## src/rtl/wr_control_pkg.sv

```systemverilog
// Shared constants for the output-memory write controller: default array size,
// lane address width and FSM state encoding.
package wr_control_pkg;

    localparam int WH_DEFAULT = 16;
    localparam int LANE_AW    = 8;

    localparam logic [1:0] ST_IDLE = 2'd0;
    localparam logic [1:0] ST_RUN  = 2'd1;
    localparam logic [1:0] ST_DONE = 2'd2;

endpackage

```

## src/rtl/wr_control.sv

```systemverilog
// Output-memory write controller for a systolic array: drives skewed per-column
// write enables and row addresses for one run of 2*width_height-1 steps.
module wr_control
    import wr_control_pkg::*;
#(
    parameter int width_height = WH_DEFAULT
) (
    input  logic                              clk,
    input  logic                              reset,
    input  logic                              active,
    input  logic [LANE_AW-1:0]                base_addr,
    output logic [width_height-1:0]           wr_en,
    output logic [width_height*LANE_AW-1:0]   wr_addr,
    output logic                              busy,
    output logic                              done
);

    localparam int KW = $clog2(2 * width_height - 1);
    localparam logic [KW-1:0] K_LAST = KW'(2 * width_height - 2);
    localparam logic [KW-1:0] K_ONE  = KW'(1);

    logic [1:0]                        state_r;
    logic [1:0]                        state_s;
    logic [KW-1:0]                     k_r;
    logic [KW-1:0]                     k_s;
    logic [LANE_AW-1:0]                base_r;
    logic [LANE_AW-1:0]                base_s;
    logic [31:0]                       k_ext_s;
    logic                              run_nx_s;
    logic [width_height-1:0]           lane_en_s;
    logic [width_height*LANE_AW-1:0]   lane_addr_s;

    // Next-state logic; outputs below are decoded from the next state so the
    // registered outputs line up with the step they describe.
    always_comb begin
        state_s = state_r;
        k_s     = k_r;
        base_s  = base_r;
        case (state_r)
            ST_IDLE: begin
                if (active) begin
                    state_s = ST_RUN;
                    k_s     = {KW{1'b0}};
                    base_s  = base_addr;
                end else begin
                    state_s = ST_IDLE;
                end
            end
            ST_RUN: begin
                if (k_r == K_LAST) begin
                    state_s = ST_DONE;
                end else begin
                    k_s = k_r + K_ONE;
                end
            end
            ST_DONE: begin
                state_s = ST_IDLE;
                k_s     = {KW{1'b0}};
            end
            default: begin
                state_s = ST_IDLE;
                k_s     = {KW{1'b0}};
            end
        endcase
    end

    assign k_ext_s  = 32'(k_s);
    assign run_nx_s = (state_s == ST_RUN);

    // Lane i is live while i <= k <= i+width_height-1; its row is k-i past the base.
    for (genvar gi = 0; gi < width_height; gi++) begin : g_lane
        assign lane_en_s[gi] = run_nx_s &&
                               (k_ext_s >= 32'(gi)) &&
                               (k_ext_s <= 32'(gi + width_height - 1));
        assign lane_addr_s[gi*LANE_AW +: LANE_AW] =
            lane_en_s[gi] ? (base_s + LANE_AW'(k_ext_s - 32'(gi))) : {LANE_AW{1'b0}};
    end

    // State, step counter, latched base and all registered outputs.
    always_ff @(posedge clk or posedge reset) begin
        if (reset) begin
            state_r <= ST_IDLE;
            k_r     <= {KW{1'b0}};
            base_r  <= {LANE_AW{1'b0}};
            wr_en   <= {width_height{1'b0}};
            wr_addr <= {(width_height*LANE_AW){1'b0}};
            busy    <= 1'b0;
            done    <= 1'b0;
        end else begin
            state_r <= state_s;
            k_r     <= k_s;
            base_r  <= base_s;
            wr_en   <= lane_en_s;
            wr_addr <= lane_addr_s;
            busy    <= run_nx_s;
            done    <= (state_s == ST_DONE);
        end
    end

endmodule

```

## config.mk

```make
export PLATFORM = sky130hd
export DESIGN_NAME = wr_control
export DESIGN_NICKNAME = d
export VERILOG_FILES = /design/src/rtl/wr_control_pkg.sv /design/src/rtl/wr_control.sv
export SDC_FILE = /design/constraint.sdc
export NUM_CORES = 1
export LEC_CHECK = 0
export BUFFER_PORTS_ARGS = -buffer_cell sky130_fd_sc_hd__buf_2
export CORE_ASPECT_RATIO = 1.2
export CORE_MARGIN = 8
export CORE_UTILIZATION = 55
export CTS_BUF_LIST = sky130_fd_sc_hd__clkbuf_4 sky130_fd_sc_hd__clkbuf_8
export DETAILED_ROUTE_END_ITERATION = 8
export GPL_ROUTABILITY_DRIVEN = 0
export PLACE_DENSITY_LB_ADDON = 0.08
export SYNTH_ARGS = -nofsm -noshare
export SYNTH_HDL_FRONTEND = slang
export SYNTH_SLANG_ARGS = --single-unit
```

## constraint.sdc

```tcl
create_clock -name clk -period 8.35 [get_ports clk]
set_clock_uncertainty 0.15 [all_clocks]
set_input_delay 0.4175 -clock clk [delete_from_list [all_inputs] [get_ports clk]]
set_output_delay 0.4175 -clock clk [all_outputs]
set_load 0.02 [all_outputs]
```

==> results of run 1 <==
[per-stage QoR]
stage | area [µm²] | util, % | std cells
2_1_floorplan | 9716 | - | 967
3_3_place_gp | 10650 | 61.04 | 1321
3_5_place_dp | 10650 | 61.04 | 1321
4_1_cts | 11080 | 63.54 | 1354
5_1_grt | 11080 | 63.54 | 1354
6_report | 11080 | 63.54 | 1354
[routing by layer]
| metal | up-vias | GRT usage, % | share of wire [%] |
|---|---|---|---|
| met5 | - | 0 | 0 |
| met4 | 0 | 9.203 | 2.8 |
| met3 | 49 | 4.692 | 7.2 |
| met2 | 269 | 37.46 | 49 |
| met1 | 3524 | 27.14 | 41 |
| li1 | 3631 | - | - |
[cells in the final DEF, fill, tap and decap left out, types with 5 or more instances in the layout]
cell type	count
nand2b_1	5
nand2_1	43
nand3_1	15
a31oi_1	10
nor3_2	6
inv_1	69
o21a_1	14
nor3b_1	8
mux2_2	7
ha_1	103
xor2_1	36
nor3_1	23
buf_2	156
a21oi_1	54
and2_1	5
xnor3_1	11
nor2b_1	10
nor2_1	146
dfrtp_1	161
clkbuf_8	19
or3_1	8
a21boi_0	6
xnor2_1	44
o21ai_0	30
mux2i_1	6
and3_1	7
a21o_1	18
o41ai_1	7
o21bai_1	10
[sequential cells by signal, summed over array words and instances, names as in the netlist]
register  flops
done          1
wr_en        16
base_r        8
k_r           5
busy          1
wr_addr     128
state_r       2
[cells by family after synthesis]
| kind of cell | synth area share, % |
|---|---|
| AOI/OAI and AO/OA | 14.02 |
| muxes | 1.803 |
| and+or+nand+nor | 14.23 |
| adders and majority gates | 14.09 |
| DFF | 41.47 |
| xor gates and xnor gates | 9.762 |
| buffers and inverters | 4.623 |
[worst min-delay path by stage]
stage,cells after the start,to
3_3_place_gp,2,wr_en[7]$_DFF_PP0_
3_5_place_dp,1,base_r[0]$_DFF_PP0_
4_1_cts,2,base_r[0]$_DFF_PP0_
6_report,2,base_r[0]$_DFF_PP0_
5_1_grt,2,base_r[0]$_DFF_PP0_
2_1_floorplan,1,base_r[0]$_DFF_PP0_
[layout make-up]
cell class                      instances  share of cell area (%)
Inverter                               76                   2.642
Clock inverter                         11                   1.355
Multi-Input combinational cell        704                   47.26
Sequential cell                       161                   36.36
Clock buffer                           21                   2.495
Timing Repair Buffer                  161                   7.407
Tap cell                              220                   2.484
[worst max-delay path, cell delays in order, from the launching register on]
cell and delay [ns]:
dfrtp_1 0.53, inv_1 0.13, ha_1 0.25, and4_4 0.23, a22o_1 0.27, nor2_2 0.56
inv_2 0.29, ha_1 0.43, or4b_1 0.22, o211ai_1 0.15, a31oi_1 0.40, ha_1 0.35
nor3_1 0.20, nor2_1 0.08, o41ai_1 0.07, xnor3_1 0.27, nor2_1 0.09
[what timing repair did]
action | CTS | global route
hold buffers | 1 | 0
endpoints found under the hold margin | 82 | 0
endpoints found under the setup margin | 0 | 0
==> metrics.md, run 1 <==
| Metric | Value |
|---|---|
| Post-synth top area cell | `dfrtp_1` |
| Post-DR wirelength/cell | `17.89 µm` |
| Yosys top cell area share | `41.47%` |
| Num CTS Buffers | `17` |
| Worst slew margin | `34.80%` |
| Final wirelength | `24.22 mm` |
| Sequential area share after synthesis | `41.47%` |
| Grt ovf | `0` |
| Worst Hold Launch | `base_addr[0]` |
| Overall routing resource usage | `22.32%` |
| Area Growth Syn to Fin | `14.06%` |
| Slew Viols, Final | `0` |
| Die Span X | `137.3 µm` |
| CTS resizes | `0` |
| Area of the multi-input gates | `5238 µm²` |
| Post-Synthesis Cells | `967` |
| Clk Tree Root Cell | `clkbuf_8` |
| Worst path required time | `8.60 ns` |
| Setup TNS Final | `0 ns` |
| Die area | `22190 µm²` |
| Core area | `17440 µm²` |
| DRT iter0 DRCs | `387` |
| Setup bufs post-CTS | `0` |
| Clock sink count | `161` |
| Share of cells above drive strength 1 | `20.46%` |
| Clock transition at path regs | `0.09 ns` |
| Synth Warn # | `0` |
| Worst slew pin tran | `0.9780 ns` |
| Flop2flop setup slack | `3.60 ns` |
| WHS | `0.1656 ns` |
| Die Y | `161.6 µm` |
| Min-delay worst type | `in2reg` |
| Largest net degree at the start of global routing | `84` |
| FILL cells | `1448` |
| Vias/cell | `5.519` |
| Synth Cell Area | `9716 µm²` |
| IO buf count | `156` |
| RSZ-0062 raised after global routing | `false` |
| Worst r2r path cells | `16` |
| Post-route antenna net violation count | `0` |
| Reg-to-Reg End | `wr_addr[95]$_DFF_PP0_` |
| Synth cell count leaders | `161 x dfrtp_1, 146 x nor2_1, 103 x ha_1` |
| First-pass GRT wire length | `38.52 mm` |
| Status | `complete, no violations` |
| Boundary pin count | `157` |
| Post-route DRC | `0` |
| Post-Synthesis Net Count | `1085` |
| Most common cell in the netlist | `dfrtp_1` |
| Yosys cell types | `78` |
| FMAX | `210.3 MHz` |
| CTS tree | `yes` |
| Critical-path maximum fanout | `14` |
| Asr flop ratio synth | `100.0%` |
| First-pass iteration count of the detailed router | `5` |
| Worst-Skew Late Latency | `0.47 ns` |
| Vias | `7473` |
| EDFF count, synth | `0` |
| Crit path from | `k_r[0]$_DFF_PP0_` |
| HPWL Detailed | `17.91 mm` |
| Fin. Hold Viols | `0` |
| ANT cells | `0` |
| CTS Buffer Depth | `2` |
| Initial antenna violation count | `0` |
| Initial Utilization | `55.71%` |
| Worst setup path end | `wr_addr[95]$_DFF_PP0_` |
| Nets | `1239` |
| Crit. End Element | `register` |
| Startpoint types | `register` |
| Place WS | `3.707 ns` |
| Post-synthesis register bit count | `161` |
| H-tree depth | `4` |
| Ys flop type | `dfrtp_1` |
| Final worst slack | `3.596 ns` |
| Max cap viols | `0` |
| Tcrit/Tclk final | `56.94%` |
| CP Class | `reg2reg` |
| Top post-synthesis cells by area | `dfrtp_1 41%, ha_1 13%, nor2_1 5.6%` |
| Number of global-route vias before repair | `7544` |
| Period minus WS final | `4.754 ns` |
| Mean post-synth cell area | `10.05 µm²` |
| R2r startpoint | `k_r[0]$_DFF_PP0_` |
| Row cnt | `53` |
| Final setup vio count | `0` |
| FF/Latch Area | `4029 µm²` |
| Critical Path AT | `5.00 ns` |
Power of run 1 is not shown: default switching activity piles up to over one toggle a cycle in this logic, so the estimate is an artifact.
==> run 2, diff against run 1 <==
Clock period 8.35 ns to 4.7 ns, I/O delays scaled along.
==> run 2 against run 1 <==
Net effect:
- die area unchanged
- maximum frequency increased by 9.2%
- global-route usage increased by 0.73 points
- worst hold slack got worse by 0.015 ns
- first-iteration DRC count increased by 18%
- non-clock buffer count increased by 14
- core utilization increased by 0.64 points
==> metrics.md, run 2 (synthesized netlist as in run 1, its figures left out) <==
| Metric | Value |
|---|---|
| Most frequent cells in the layout | `161 x dfrtp_1, 156 x buf_2, 146 x nor2_1` |
| Largest net degree at the start of global routing | `162` |
| Max cap viols | `0` |
| Boundary pin count | `157` |
| Clock transition at path regs | `0.09 ns` |
| Slew Viols, Final | `0` |
| Nets | `1253` |
| Setup TNS Final | `0 ns` |
| Worst slew margin | `36.33%` |
| Final wirelength | `24.74 mm` |
| H-tree depth | `4` |
| Worst path required time | `4.88 ns` |
| Core area | `17440 µm²` |
| Num CTS Buffers | `17` |
| Number of global-route vias before repair | `7604` |
| Startpoint types | `register` |
| Die Span X | `137.3 µm` |
| Placed Area | `10750 µm²` |
| Post-route DRC | `0` |
| Status | `complete, no violations` |
| Setup bufs post-CTS | `0` |
| Area Growth Syn to Fin | `15.21%` |
| DRT iter0 DRCs | `457` |
| Most common cell after layout, fill and taps aside | `dfrtp_1` |
| Tcrit/Tclk final | `92.65%` |
| Min-delay worst type | `in2reg` |
| HPWL Detailed | `17.99 mm` |
| Vias/cell | `5.550` |
| Row cnt | `53` |
| IO buf count | `156` |
| Period minus WS final | `4.354 ns` |
| Post-route cell area | `11190 µm²` |
| Max reg flops | `128` |
| CP Class | `reg2reg` |
| Clk Tree Root Cell | `clkbuf_8` |
| CTS Buffer Depth | `2` |
| Final setup vio count | `0` |
| Vias | `7592` |
| Worst slew pin tran | `0.9540 ns` |
| CTS tree | `yes` |
| Post-route antenna net violation count | `0` |
| First-pass iteration count of the detailed router | `5` |
| Crit. End Element | `register` |
| Post-DR wirelength/cell | `18.09 µm` |
| First-pass GRT wire length | `39.52 mm` |
| Reg with most FFs | `wr_addr` |
| ANT cells | `0` |
| Die area | `22190 µm²` |
| RSZ-0062 raised after global routing | `false` |
| Worst-Skew Late Latency | `0.48 ns` |
| Critical-path maximum fanout | `19` |
| Fin. Hold Viols | `0` |
| FMAX | `229.6 MHz` |
| Grt ovf | `0` |
| Clock sink count | `161` |
| Initial antenna violation count | `0` |
| Top flop regs | `wr_addr: 128 flops, wr_en: 16 flops, base_r: 8 flops` |
| Overall routing resource usage | `23.05%` |
| Share of cells above drive strength 1 | `21.25%` |
| Initial Utilization | `55.71%` |
| Critical Path AT | `4.54 ns` |
| Die Y | `161.6 µm` |
run 2: cell types whose count changed in the layout (fill, tap and decap cells not counted), sizes merged:
cell,before,now
inv,78,76
dlygate4sd3,1,3
clkinv,4,5
bufinv,3,2
buf,160,172
clkinvlp,2,4
run 2: worst max-delay path, stage by stage, from the launching register on:
cell      delay, ns
dfrtp_1        0.53
inv_1          0.12
ha_1           0.24
and4_4         0.23
a22oi_1        0.31
and2_4         0.39
ha_1           0.23
or4b_1         0.43
o211ai_1       0.38
inv_1          0.13
ha_1           0.33
or2_2          0.31
a21oi_1        0.14
a31oi_1        0.06
xnor2_1        0.16
nor2_1         0.05
run 2: final timing paths:
check | startpoint | end | slack (ns) | depth (start not counted)
max | k_r[0]$_DFF_PP0_ | wr_addr[103]$_DFF_PP0_ | 0.35 | 15
min | base_addr[7] | wr_addr[7]$_DFF_PP0_ | 0.15 | 5
max reg2reg | k_r[0]$_DFF_PP0_ | wr_addr[103]$_DFF_PP0_ | 0.35 | 15
min reg2reg | base_r[0]$_DFF_PP0_ | base_r[0]$_DFF_PP0_ | 0.47 | 1
max in group asynchronous | reset | wr_addr[79]$_DFF_PP0_ | 3.37 | 4
min in group asynchronous | reset | wr_addr[120]$_DFF_PP0_ | 0.40 | 4
run 2: area by class of cell:
cell class,instances,area [µm²]
fill,1507,6247
multi-input combinational,704,5238
sequential,161,4029
timing repair buffer,175,943.4
inverter,76,291.5
clock buffer,21,289.0
tap,220,275.3
clock inverter,11,127.6
run 2: what timing repair did:
| action | CTS | global route |
|---|---|---|
| gates resized for setup | 0 | 0 |
| hold buffers | 3 | 0 |
| endpoints found under the setup margin | 0 | 0 |
| hold endpoints to repair | 163 | 0 |
run 2: stage by stage:
stage / util (%) / instances / setup slack, ns / hold WS, ns
detailed placement: 61.62 / 1333 / 0.4388 / 0.4141
global route: 64.18 / 1368 / 0.04914 / 0.1602
finish: 64.18 / 1368 / 0.3455 / 0.1503
CTS: 64.18 / 1368 / 0.3968 / 0.1506
global placement: 61.62 / 1333 / 0.5504 / 0.4028
floorplan: - / 967 / 0.6126 / 0.2710
run 2: per-layer routing:
metal / GRT usage (%) / up-vias / routed length [µm]
met2: 38.37 / 254 / 12190
met3: 5.065 / 56 / 1560
met4: 10.29 / 0 / 751
met1: 27.84 / 3618 / 10240
met5: 0 / - / 0
li1: - / 3664 / -
Power of run 2 is left out for the same reason.
